`src/rtl/fpu_lzc_pkg.sv`:
```
// Shared helpers for the pipelined leading/trailing-zero counter:
// tree depth, count width and level-to-register-stage mapping.
package fpu_lzc_pkg;

    function automatic int lzc_log2(input int v);
        int r;
        r = 0;
        while ((1 << r) < v) r++;
        return r;
    endfunction

    function automatic int lzc_cnt_w(input int width);
        return lzc_log2(width) + 1;
    endfunction

    function automatic int lzc_stages(input int levels, input int every);
        return (levels + every - 1) / every;
    endfunction

    function automatic int lzc_stage_of(input int level, input int every);
        return (level - 1) / every;
    endfunction

    // A register follows every `every` levels, and always after the root.
    function automatic bit lzc_is_boundary(input int level, input int levels, input int every);
        return ((level % every) == 0) || (level == levels);
    endfunction

endpackage

```
`src/rtl/fpu_lzc_merge.sv`:
```
// One priority-tree merge node: the high half wins when it holds a one,
// otherwise the count is the full high span plus the low count.
module fpu_lzc_merge #(
    parameter int N = 1
) (
    input  logic         vh_i,
    input  logic [N-1:0] ch_i,
    input  logic         vl_i,
    input  logic [N-1:0] cl_i,
    output logic         v_o,
    output logic [N:0]   c_o
);

    assign v_o = vh_i | vl_i;
    assign c_o = vh_i ? {1'b0, ch_i} : {1'b1, cl_i};

endmodule

```
`src/rtl/fpu_lzc_pipe.sv`:
```
// Pipelined LZ/TZ counter for FPU normalisation: log2(WIDTH)-level priority
// tree with a register stage every PIPE_EVERY levels and a global stall.
module fpu_lzc_pipe
    import fpu_lzc_pkg::*;
#(
    parameter int WIDTH      = 32,
    parameter int PIPE_EVERY = 2,
    parameter int TAG_W      = 4
) (
    input  logic                         clk,
    input  logic                         rst,
    input  logic                         in_valid,
    output logic                         in_ready,
    input  logic [WIDTH-1:0]             in_data,
    input  logic                         in_trail,
    input  logic [TAG_W-1:0]             in_tag,
    output logic                         out_valid,
    input  logic                         out_ready,
    output logic [lzc_cnt_w(WIDTH)-1:0]  out_count,
    output logic                         out_zero,
    output logic [TAG_W-1:0]             out_tag
);

    localparam int L  = lzc_log2(WIDTH);
    localparam int CW = lzc_cnt_w(WIDTH);
    localparam int S  = lzc_stages(L, PIPE_EVERY);
    localparam int TW = S * TAG_W;

    logic                    adv;
    logic [S-1:0]            vld_q;
    logic [S-1:0][TAG_W-1:0] tag_q;
    logic [WIDTH-1:0]        data_ord;

    assign out_valid = vld_q[S-1];
    assign adv       = ~out_valid | out_ready;
    assign in_ready  = adv;

    // Valid/tag shift chain; stage 0 takes the input beat.
    always_ff @(posedge clk) begin
        if (rst) begin
            vld_q <= '0;
            tag_q <= '0;
        end else if (adv) begin
            vld_q <= S'({vld_q, in_valid});
            tag_q <= TW'({tag_q, in_tag});
        end
    end

    // Trailing-zero mode is leading-zero counting on the bit-reversed operand.
    always_comb begin
        data_ord = in_data;
        for (int i = 0; i < WIDTH; i++) begin
            data_ord[i] = in_trail ? in_data[WIDTH-1-i] : in_data[i];
        end
    end

    for (genvar n = 1; n <= L; n++) begin : lvl
        localparam int NN = WIDTH >> n;
        logic [NN-1:0]          v_d, v_s;
        logic [NN-1:0][n-1:0]   c_d, c_s;

        if (n == 1) begin : g_leaf
            for (genvar k = 0; k < NN; k++) begin : g_k
                assign v_d[k] = |data_ord[2*k +: 2];
                assign c_d[k] = ~data_ord[2*k+1];
            end
        end else begin : g_merge
            for (genvar k = 0; k < NN; k++) begin : g_k
                fpu_lzc_merge #(.N(n-1)) u_merge (
                    .vh_i (lvl[n-1].v_s[2*k+1]),
                    .ch_i (lvl[n-1].c_s[2*k+1]),
                    .vl_i (lvl[n-1].v_s[2*k]),
                    .cl_i (lvl[n-1].c_s[2*k]),
                    .v_o  (v_d[k]),
                    .c_o  (c_d[k])
                );
            end
        end

        if (lzc_is_boundary(n, L, PIPE_EVERY)) begin : g_reg
            logic [NN-1:0]        v_q;
            logic [NN-1:0][n-1:0] c_q;
            always_ff @(posedge clk) begin
                if (adv) begin
                    v_q <= v_d;
                    c_q <= c_d;
                end
            end
            assign v_s = v_q;
            assign c_s = c_q;
        end else begin : g_comb
            assign v_s = v_d;
            assign c_s = c_d;
        end
    end

    logic         root_v;
    logic [L-1:0] root_c;

    assign root_v = lvl[L].v_s[0];
    assign root_c = lvl[L].c_s[0];

    // Node data is not reset; outputs are masked by the valid bit instead.
    assign out_zero  = out_valid & ~root_v;
    assign out_count = ~out_valid ? '0 : (root_v ? {1'b0, root_c} : CW'(WIDTH));
    assign out_tag   = tag_q[S-1];

endmodule

```
`config.mk`:
```
export PLATFORM = sky130hd
export DESIGN_NAME = fpu_lzc_pipe
export DESIGN_NICKNAME = d
export VERILOG_FILES = /design/src/rtl/fpu_lzc_pkg.sv /design/src/rtl/fpu_lzc_merge.sv /design/src/rtl/fpu_lzc_pipe.sv
export SDC_FILE = /design/constraint.sdc
export NUM_CORES = 1
export LEC_CHECK = 0
export BUFFER_PORTS_ARGS = -buffer_cell sky130_fd_sc_hd__buf_2
export CAP_MARGIN = 20
export CORE_MARGIN = 3
export CORE_UTILIZATION = 30
export DETAILED_ROUTE_END_ITERATION = 12
export MAX_ROUTING_LAYER = met4
export PLACE_DENSITY_LB_ADDON = 0.3
export SYNTH_ARGS = -nofsm -noshare
export SYNTH_HDL_FRONTEND = slang
export SYNTH_SLANG_ARGS = --single-unit
```
`constraint.sdc`:
```
create_clock -name clk -period 1.8 [get_ports clk]
set_clock_uncertainty 0.2 [all_clocks]
set_input_delay 0.36 -clock clk [delete_from_list [all_inputs] [get_ports clk]]
set_output_delay 0.36 -clock clk [all_outputs]
set_load 0.005 [all_outputs]
```
==> impl_metrics.tcl, run 1 <==
set metrics [dict create \
    status "finished, final reports clean" \
    routedWlPerCell_um 11.5 \
    ys_ff_latch 55 \
    hold_end "tag_q[0]" \
    drtIter0Drc 30 \
    slew_headroom 0.756 \
    die_h_um 98.6 \
    clk_pin_slew_ns 0.09 \
    placed_cell_area_mm2 0.00291 \
    hold_violations 0 \
    clockBufferDepth 2 \
    synth_top_family_by_area "compound AO/OA/AOI/OAI gates" \
    clk-insertion-delay-late_ns 0.30 \
    multiInputGateArea_um2 902 \
    syn_area_mm2 0.00257 \
    synth_fa_ha_area_frac 0 \
    num-fill-cells 833 \
    die_x_um 98.6 \
    finalMaxSlewViolations 0 \
    seq_area_mm2 0.00150 \
    crit_chain "nor2b_4 > inv_6 > buf_2" \
    max_freq_ghz 0.602 \
    rr_startpoint "lvl[2].g_reg.v_q[1]" \
    power_density_mw_per_mm2 827 \
    min_from "in_tag[0]" \
    synth.distinct_cells 25 \
    required_ns 1.24 \
    drc 0 \
    setup_tns_ns 0 \
    synth-xor-area-share 0 \
    area_growth_pct 17.7 \
    netlist_instances 237 \
    syn-num-nets 278 \
    synth_top_area_share 0.467 \
    worst-path-buf-inv 2 \
    max_stage_delay_ns 0.38 \
    post_cts_buffers 0 \
    rows 33 \
    min_path_type "in2reg" \
    rrSetupSlack_ns 0.30 \
    cts_made_buffers 5 \
    gp_congestion 0.855 \
    slowest_stage "dfxtp_2" \
    diodes 0 \
    syn_area_per_cell_um2 10.8 \
    max_cap_violations 0 \
    cts_tree "done" \
    mostFrequentLayoutCell "buf_2" \
    firstDrtPassIters 4 \
    grt_setup_unrepaired "false" \
    tightest_slew_ns 0.366 \
    cp-start-kind "flip-flop" \
    critPathArrivalTime_ns 1.10 \
    clock-root-buffer "clkbuf_8" \
    hpwlAfterDp_um 3340 \
    port_buffers 53 \
    rr_worst_depth 3 \
    holdBufCountCts 0 \
    start_util 0.311 \
    synth_compound_area_frac 0.153 \
    synthMuxAreaShare 0.0506 \
    crit_type "reg2out" \
    drive_above_1_share 0.293 \
    antenna_found_initial 0 \
    finalSetupViolations 0 \
    htreeDepth 2 \
    wl_um 4510 \
    total_power_uw 2500 \
    irDropWorstVdd_v 0.000351 \
    die-area_mm2 0.00971 \
    vias 1770 \
    grt_max_degree 49 \
    core_area_mm2 0.00826 \
    final_antenna_net_count 0 \
    whs_path_depth 3 \
    nNetsFinal 327 \
    grt_pass1_wl_um 7730 \
    yosys.area.top_type "edfxtp_1" \
    clock-sinks 55 \
    first_global_vias 1674 \
    synth-simple-area-share 0.147 \
    cp-end-kind "primary output" \
    seq_area_frac_synth 0.584 \
    grt_overflow 0 \
    yosys-top-cells-area "edfxtp_1 (47%), dfxtp_1 (12%), nand2_1 (5.0%)" \
    r2r-end "lvl[4].c_s[1]" \
    ys_warn_count 0 \
    cellLeakagePower_uw 0.00130 \
    final_cell_area_mm2 0.00303 \
    cp_max_fo 16 \
    crit_family "flip-flops" \
    finalCritPeriodShare 0.923 \
    period_minus_slack_ns 1.66 \
    layout_common_cells "buf_2 (53), edfxtp_1 (40), nand2_1 (34)" \
    grt_use_total 0.101 \
    viasPerCell 4.52 \
    num_io_pins 54 \
]
==> per-layer routing <==
| layer | global-route usage | vias up | wire [um] |
|---|---|---|---|
| met5 | - | - | 0 |
| met4 | 0.0284 | 0 | 33 |
| met3 | 0.0234 | 2 | 327 |
| met2 | 0.145 | 62 | 1840 |
| met1 | 0.142 | 771 | 2300 |
| li1 | - | 935 | - |
==> sequential cells by signal (all words and copies together), names as in the netlist <==
register       count
lvl.c_s           29
tag_q              8
lvl.g_reg.v_q     11
vld_q              3
out_tag            4
==> where the power goes <==
part           switching (uW)  internal [uW]  leakage (uW)  total (uW)
registers                27.4           1440      0.000546        1470
logic                     126            112      0.000698         238
clock network             383            415     0.0000562         798
total                     537           1970       0.00130        2500
==> worst reg2reg max path, cell delays in order, from the launching register on <==
cell      delay, ns
edfxtp_1       0.45
mux2_2         0.37
mux2i_1        0.12
o21ai_0        0.10
==> synth_stat cells <==
library cell,count
or2_2,1
edfxtp_1,40
nand2_1,34
and3_1,5
dfxtp_1,15
inv_6,1
a21oi_1,11
o211ai_1,4
mux2i_1,4
o21ai_0,16
inv_1,15
nor2b_4,1
clkbuf_1,2
buf_6,3
o21bai_1,4
a211oi_1,4
nor3b_1,8
buf_4,6
a21o_1,12
nor2_1,14
a21oi_2,9
nor3_1,16
buf_2,3
mux2_2,8
nor2b_1,1
==> timing repair <==
| action | in CTS | in global routing |
|---|---|---|
| gates resized for setup | 0 | 1 |
| setup endpoints to repair | 0 | 1 |
| endpoints found under the hold margin | 0 | 0 |
==> stage by stage <==
| step | hold slack, ns | setup slack (ns) | instances | util |
|---|---|---|---|---|
| global route | 0.0865 | 0.0671 | 392 | 0.366 |
| floorplan | 0.226 | 0.299 | 237 | - |
| CTS | 0.0956 | 0.0384 | 392 | 0.366 |
| finish | 0.107 | 0.138 | 392 | 0.366 |
| detailed placement | 0.242 | 0.226 | 384 | 0.353 |
| global placement | 0.234 | 0.258 | 384 | 0.353 |
==> kinds of logic (layout without fill, tap and decap cells) <==
logic type,Yosys count,in the layout
flops,55,55
mux,12,12
compound gates,60,60
buf+inv,30,80
simple gates,80,80
==> worst max path at each step <==
stage | startpoint | end | slack (ns) | depth (start not counted)
global route | vld_q[2] | in_ready | 0.07 | 3
CTS | vld_q[2] | in_ready | 0.04 | 3
finish | vld_q[2] | in_ready | 0.14 | 3
global placement | in_trail | lvl[2].g_reg.v_q[0] | 0.26 | 5
floorplan | vld_q[2] | in_ready | 0.30 | 4
detailed placement | in_trail | lvl[2].g_reg.v_q[0] | 0.23 | 5
==> cell type report <==
class                      count  area share
sequential                    55       0.497
multi-input combinational    152       0.298
timing repair buffer          56       0.103
tap                          105      0.0434
clock buffer                   5      0.0227
inverter                      16      0.0215
clock inverter                 3      0.0141
Note: power is estimated with default switching activity, not from simulation.
==> run 2: changes to the inputs <==
==> constraint.sdc (replaced) <==
create_clock -name clk -period 1.8 [get_ports clk]
set_clock_uncertainty 0.2 [all_clocks]
set_input_delay 0.18 -clock clk [delete_from_list [all_inputs] [get_ports clk]]
set_output_delay 0.18 -clock clk [all_outputs]
set_load 0.005 [all_outputs]
==> run 2 against run 1 <==
Sequential share of layout area is 0.55 points lower. Power increased by 0.50%. Setup slack improved by 0.0060 ns. Sequential cell count unchanged. Final area increased by 1.0%. Fmax is 0.36% higher.
==> impl_metrics.tcl, run 2 (synthesized netlist as in run 1, its figures left out) <==
set metrics [dict create \
    clk_pin_slew_ns 0.09 \
    final_core_util 0.370 \
    port_buffers 53 \
    r2r-end "lvl[4].c_s[1]" \
    cp_max_fo 55 \
    slew_headroom 0.759 \
    die_h_um 98.6 \
    tightest_slew_ns 0.362 \
    clock-sinks 55 \
    drtIter0Drc 63 \
    clock-root-buffer "clkbuf_8" \
    viasPerCell 4.52 \
    max_cap_violations 0 \
    crit_type "reg2out" \
    fin_ws_ns 0.144 \
    die_x_um 98.6 \
    seq_area_mm2 0.00150 \
    finalCritPeriodShare 0.920 \
    gp_congestion 0.849 \
    drive_above_1_share 0.282 \
    cts_tree "done" \
    worst-path-buf-inv 2 \
    rrSetupSlack_ns 0.34 \
    combPwrFrac 0.098 \
    crit_chain "nor2b_4 > inv_8 > buf_2" \
    core_area_mm2 0.00826 \
    power_density_mw_per_mm2 823 \
    rows 33 \
    placed_cell_area_mm2 0.00289 \
    pwr-share-clk 0.318 \
    drc 0 \
    place_ws_ns 0.350 \
    dp.cells 383 \
    num-fill-cells 837 \
    rr_worst_depth 3 \
    grt_setup_unrepaired "false" \
    largest_reg_flops 29 \
    htreeDepth 2 \
    max_stage_delay_ns 0.41 \
    multiInputGateArea_um2 902 \
    antenna_found_initial 0 \
    routedWlPerCell_um 11.8 \
    finalSetupViolations 0 \
    grt_use_total 0.0991 \
    grt_overflow 0 \
    p_switching_uw 544 \
    clk-insertion-delay-late_ns 0.31 \
    whs_path_depth 2 \
    min_path_type "in2reg" \
    rr_startpoint "lvl[2].g_reg.v_q[1]" \
    cp-end-kind "primary output" \
    setup_tns_ns 0 \
    final_cell_area_mm2 0.00306 \
    num_io_pins 54 \
    critPathArrivalTime_ns 1.28 \
    diodes 0 \
    hpwlAfterDp_um 3450 \
    first_global_vias 1633 \
    cts_made_buffers 5 \
    vias 1788 \
    wl_um 4680 \
    required_ns 1.42 \
    clockBufferDepth 2 \
    grt_max_degree 56 \
    hold_end "vld_q[0]" \
    seqPwrFrac 0.583 \
    post_cts_buffers 0 \
    firstDrtPassIters 4 \
    start_util 0.311 \
    swShare 0.216 \
    area_growth_pct 18.9 \
    min_from "rst" \
    layout_common_cells "buf_2 (53), edfxtp_1 (40), nand2_1 (34)" \
    nNetsFinal 331 \
    cp-start-kind "flip-flop" \
    final_cells 396 \
    final_antenna_net_count 0 \
    die-area_mm2 0.00971 \
    irDropWorstVdd_v 0.000358 \
    finalMaxSlewViolations 0 \
    period_minus_slack_ns 1.66 \
    max_freq_ghz 0.604 \
    p_int_uw 1970 \
    crit_family "flip-flops" \
    hold_violations 0 \
    mostFrequentLayoutCell "buf_2" \
    status "finished, final reports clean" \
    slowest_stage "dfxtp_1" \
    grt_pass1_wl_um 7600 \
    cellLeakagePower_uw 0.00131 \
]
## run 2: worst register-to-register path: stages (launching register included)
cell      delay (ns)
edfxtp_1        0.42
mux2_2          0.35
mux2i_1         0.14
o21ai_0         0.10
## run 2: how the worst max path moves through the flow
stage / cells after the start / to / start / slack [ns]
floorplan: 4 / lvl[2].c_s[0] / vld_q[2] / 0.32
global placement: 3 / lvl[4].c_s[5] / lvl[2].g_reg.v_q[5] / 0.39
detailed placement: 3 / lvl[4].c_s[1] / lvl[2].g_reg.v_q[1] / 0.35
CTS: 3 / in_ready / vld_q[2] / 0.02
global route: 3 / in_ready / vld_q[2] / 0.01
finish: 3 / in_ready / vld_q[2] / 0.14
## run 2: repair_timing
| action | CTS | global route |
|---|---|---|
| hold endpoints to repair | 5 | 0 |
| hold buffers | 5 | 0 |
| endpoints found under the setup margin | 0 | 1 |
| resized for setup | 0 | 1 |
## run 2: metal layers
| metal | wire length, um | track usage | vias to the layer above |
|---|---|---|---|
| li1 | - | - | 944 |
| met1 | 2360 | 0.138 | 775 |
| met2 | 1910 | 0.141 | 67 |
| met3 | 386 | 0.0333 | 2 |
| met4 | 20 | 0.0221 | 0 |
| met5 | 0 | - | - |
## run 2: final cells by class
type / instances / share of cell area
sequential: 55 / 0.491
multi-input combinational: 152 / 0.295
timing repair buffer: 60 / 0.112
tap: 105 / 0.0430
clock buffer: 5 / 0.0225
inverter: 16 / 0.0221
clock inverter: 3 / 0.0139
## run 2: power groups by stage
stage	registers, uW	logic, uW	clock network, uW
2_1_floorplan	1480	144	0
3_3_place_gp	1500	235	0
3_5_place_dp	1500	239	0
4_1_cts	1470	248	843
5_1_grt	1480	279	890
6_report	1470	247	801
## run 2: metrics by stage
step | power (uW) | hold slack, ns
6_report | 2510 | 0.0536
5_1_grt | 2640 | 0.0566
4_1_cts | 2560 | 0.0370
3_5_place_dp | 1740 | 0.244
3_3_place_gp | 1730 | 0.236
2_1_floorplan | 1630 | 0.0491
==> run 3: changes to the inputs <==
- CORE_UTILIZATION: 30 -> 40
- CTS_CLUSTER_SIZE: unset -> 24
==> run 3 against run 2 <==
First-iteration DRC count rose by 11%. Non-clock buffer count rose by 1. Sequential power barely moved. Via count rose by 0.28%. Critical path type unchanged.
==> impl_metrics.tcl, run 3 (synthesized netlist as in run 1, its figures left out) <==
set metrics [dict create \
    drtIter0Drc 70 \
    grt_pass1_wl_um 7230 \
    rr_worst_depth 3 \
    period_minus_slack_ns 1.64 \
    wl_um 4360 \
    grt_overflow 0 \
    cts_made_buffers 5 \
    max_stage_delay_ns 0.36 \
    grt_max_degree 49 \
    cts_tree "done" \
    max_cap_violations 0 \
    whs_path_depth 2 \
    core_area_mm2 0.00606 \
    first_global_vias 1622 \
    status "finished, final reports clean" \
    slowest_stage "dfxtp_1" \
    drive_above_1_share 0.288 \
    grt_setup_unrepaired "false" \
    mostFrequentLayoutCell "buf_2" \
    min_path_type "in2reg" \
    setup_tns_ns 0 \
    seq_area_mm2 0.00150 \
    post_cts_buffers 0 \
    cp-end-kind "primary output" \
    viasPerCell 4.89 \
    hold_violations 0 \
    die-area_mm2 0.00742 \
    die_h_um 86.2 \
    crit_type "reg2out" \
    grt_use_total 0.127 \
    largest_reg_flops 29 \
    area_growth_pct 17.3 \
    clk_pin_slew_ns 0.10 \
    cp-start-kind "flip-flop" \
    power_density_mw_per_mm2 783 \
    rows 28 \
    firstDrtPassIters 4 \
    layout_common_cells "buf_2 (53), edfxtp_1 (40), nand2_1 (34)" \
    vias 1793 \
    diodes 0 \
    drc 0 \
    clock-sinks 55 \
    multiInputGateArea_um2 902 \
    gp_congestion 0.760 \
    clk-insertion-delay-late_ns 0.30 \
    crit_chain "nor2b_4 > inv_6 > buf_2" \
    die_x_um 86.2 \
    tightest_slew_ns 0.359 \
    port_buffers 53 \
    start_util 0.424 \
    finalSetupViolations 0 \
    num_io_pins 54 \
    clock-root-buffer "clkbuf_8" \
    slew_headroom 0.761 \
    total_power_uw 2360 \
    finalMaxSlewViolations 0 \
    irDropWorstVdd_v 0.000389 \
    num-fill-cells 566 \
    finalCritPeriodShare 0.909 \
    htreeDepth 2 \
    cellLeakagePower_uw 0.00130 \
    cts_resized 0 \
    routedWlPerCell_um 11.9 \
    hpwlAfterDp_um 3240 \
    cp_max_fo 37 \
    final_antenna_net_count 0 \
    max_freq_ghz 0.611 \
    nNetsFinal 332 \
    antenna_found_initial 0 \
    critPathArrivalTime_ns 1.26 \
    clockBufferDepth 2 \
    required_ns 1.42 \
]
## run 3: final timing paths
kind	startpoint	endpoint	slack [ns]
max reg2reg	vld_q[2]	lvl[4].c_s[4]	0.34
min	rst	tag_q[1]	0.05
max	vld_q[2]	in_ready	0.16
min reg2reg	out_tag[2]	out_tag[2]	0.25
## run 3: layer usage
layer  share of wire  global-route usage  vias to the layer above
li1                -                   -                      943
met1            0.48               0.166                      799
met2            0.45               0.194                       45
met3           0.052              0.0259                        6
met4           0.017              0.0518                        0
met5               0                   -                        -
## run 3: report_power, final
| part | switching, uW | internal (uW) |
|---|---|---|
| sequential | 27.1 | 1440 |
| clock | 379 | 270 |
| combinational | 125 | 119 |
| total | 532 | 1830 |
## run 3: critical path: cells and delay by family, from the launching register on
family,cells,cell delay [ns]
flip-flops,1,0.36
buffers and inverters,2,0.43
AND/OR/NAND/NOR,1,0.16
## run 3: repair_timing
item                                    in CTS  in global routing
endpoints found under the hold margin        5                  0
hold buffers                                 5                  0
endpoints found under the setup margin       0                  0
## run 3: area by class of cell
cell class                 instances  area share
clock buffer                       5      0.0228
inverter                          16      0.0216
clock inverter                     3     0.00664
tap                               75      0.0311
sequential                        55       0.498
timing repair buffer              61       0.120
multi-input combinational        152       0.299
## run 3: metrics by stage
stage / std cells / hold WS (ns) / area, um2 / util / setup slack, ns
2_1_floorplan: 237 / 0.0491 / 2570 / - / 0.319
3_3_place_gp: 354 / 0.237 / 2880 / 0.474 / 0.369
4_1_cts: 367 / 0.0423 / 3010 / 0.497 / 0.141
3_5_place_dp: 354 / 0.240 / 2880 / 0.474 / 0.340
6_report: 367 / 0.0496 / 3010 / 0.497 / 0.165
5_1_grt: 367 / 0.0672 / 3010 / 0.497 / 0.0412
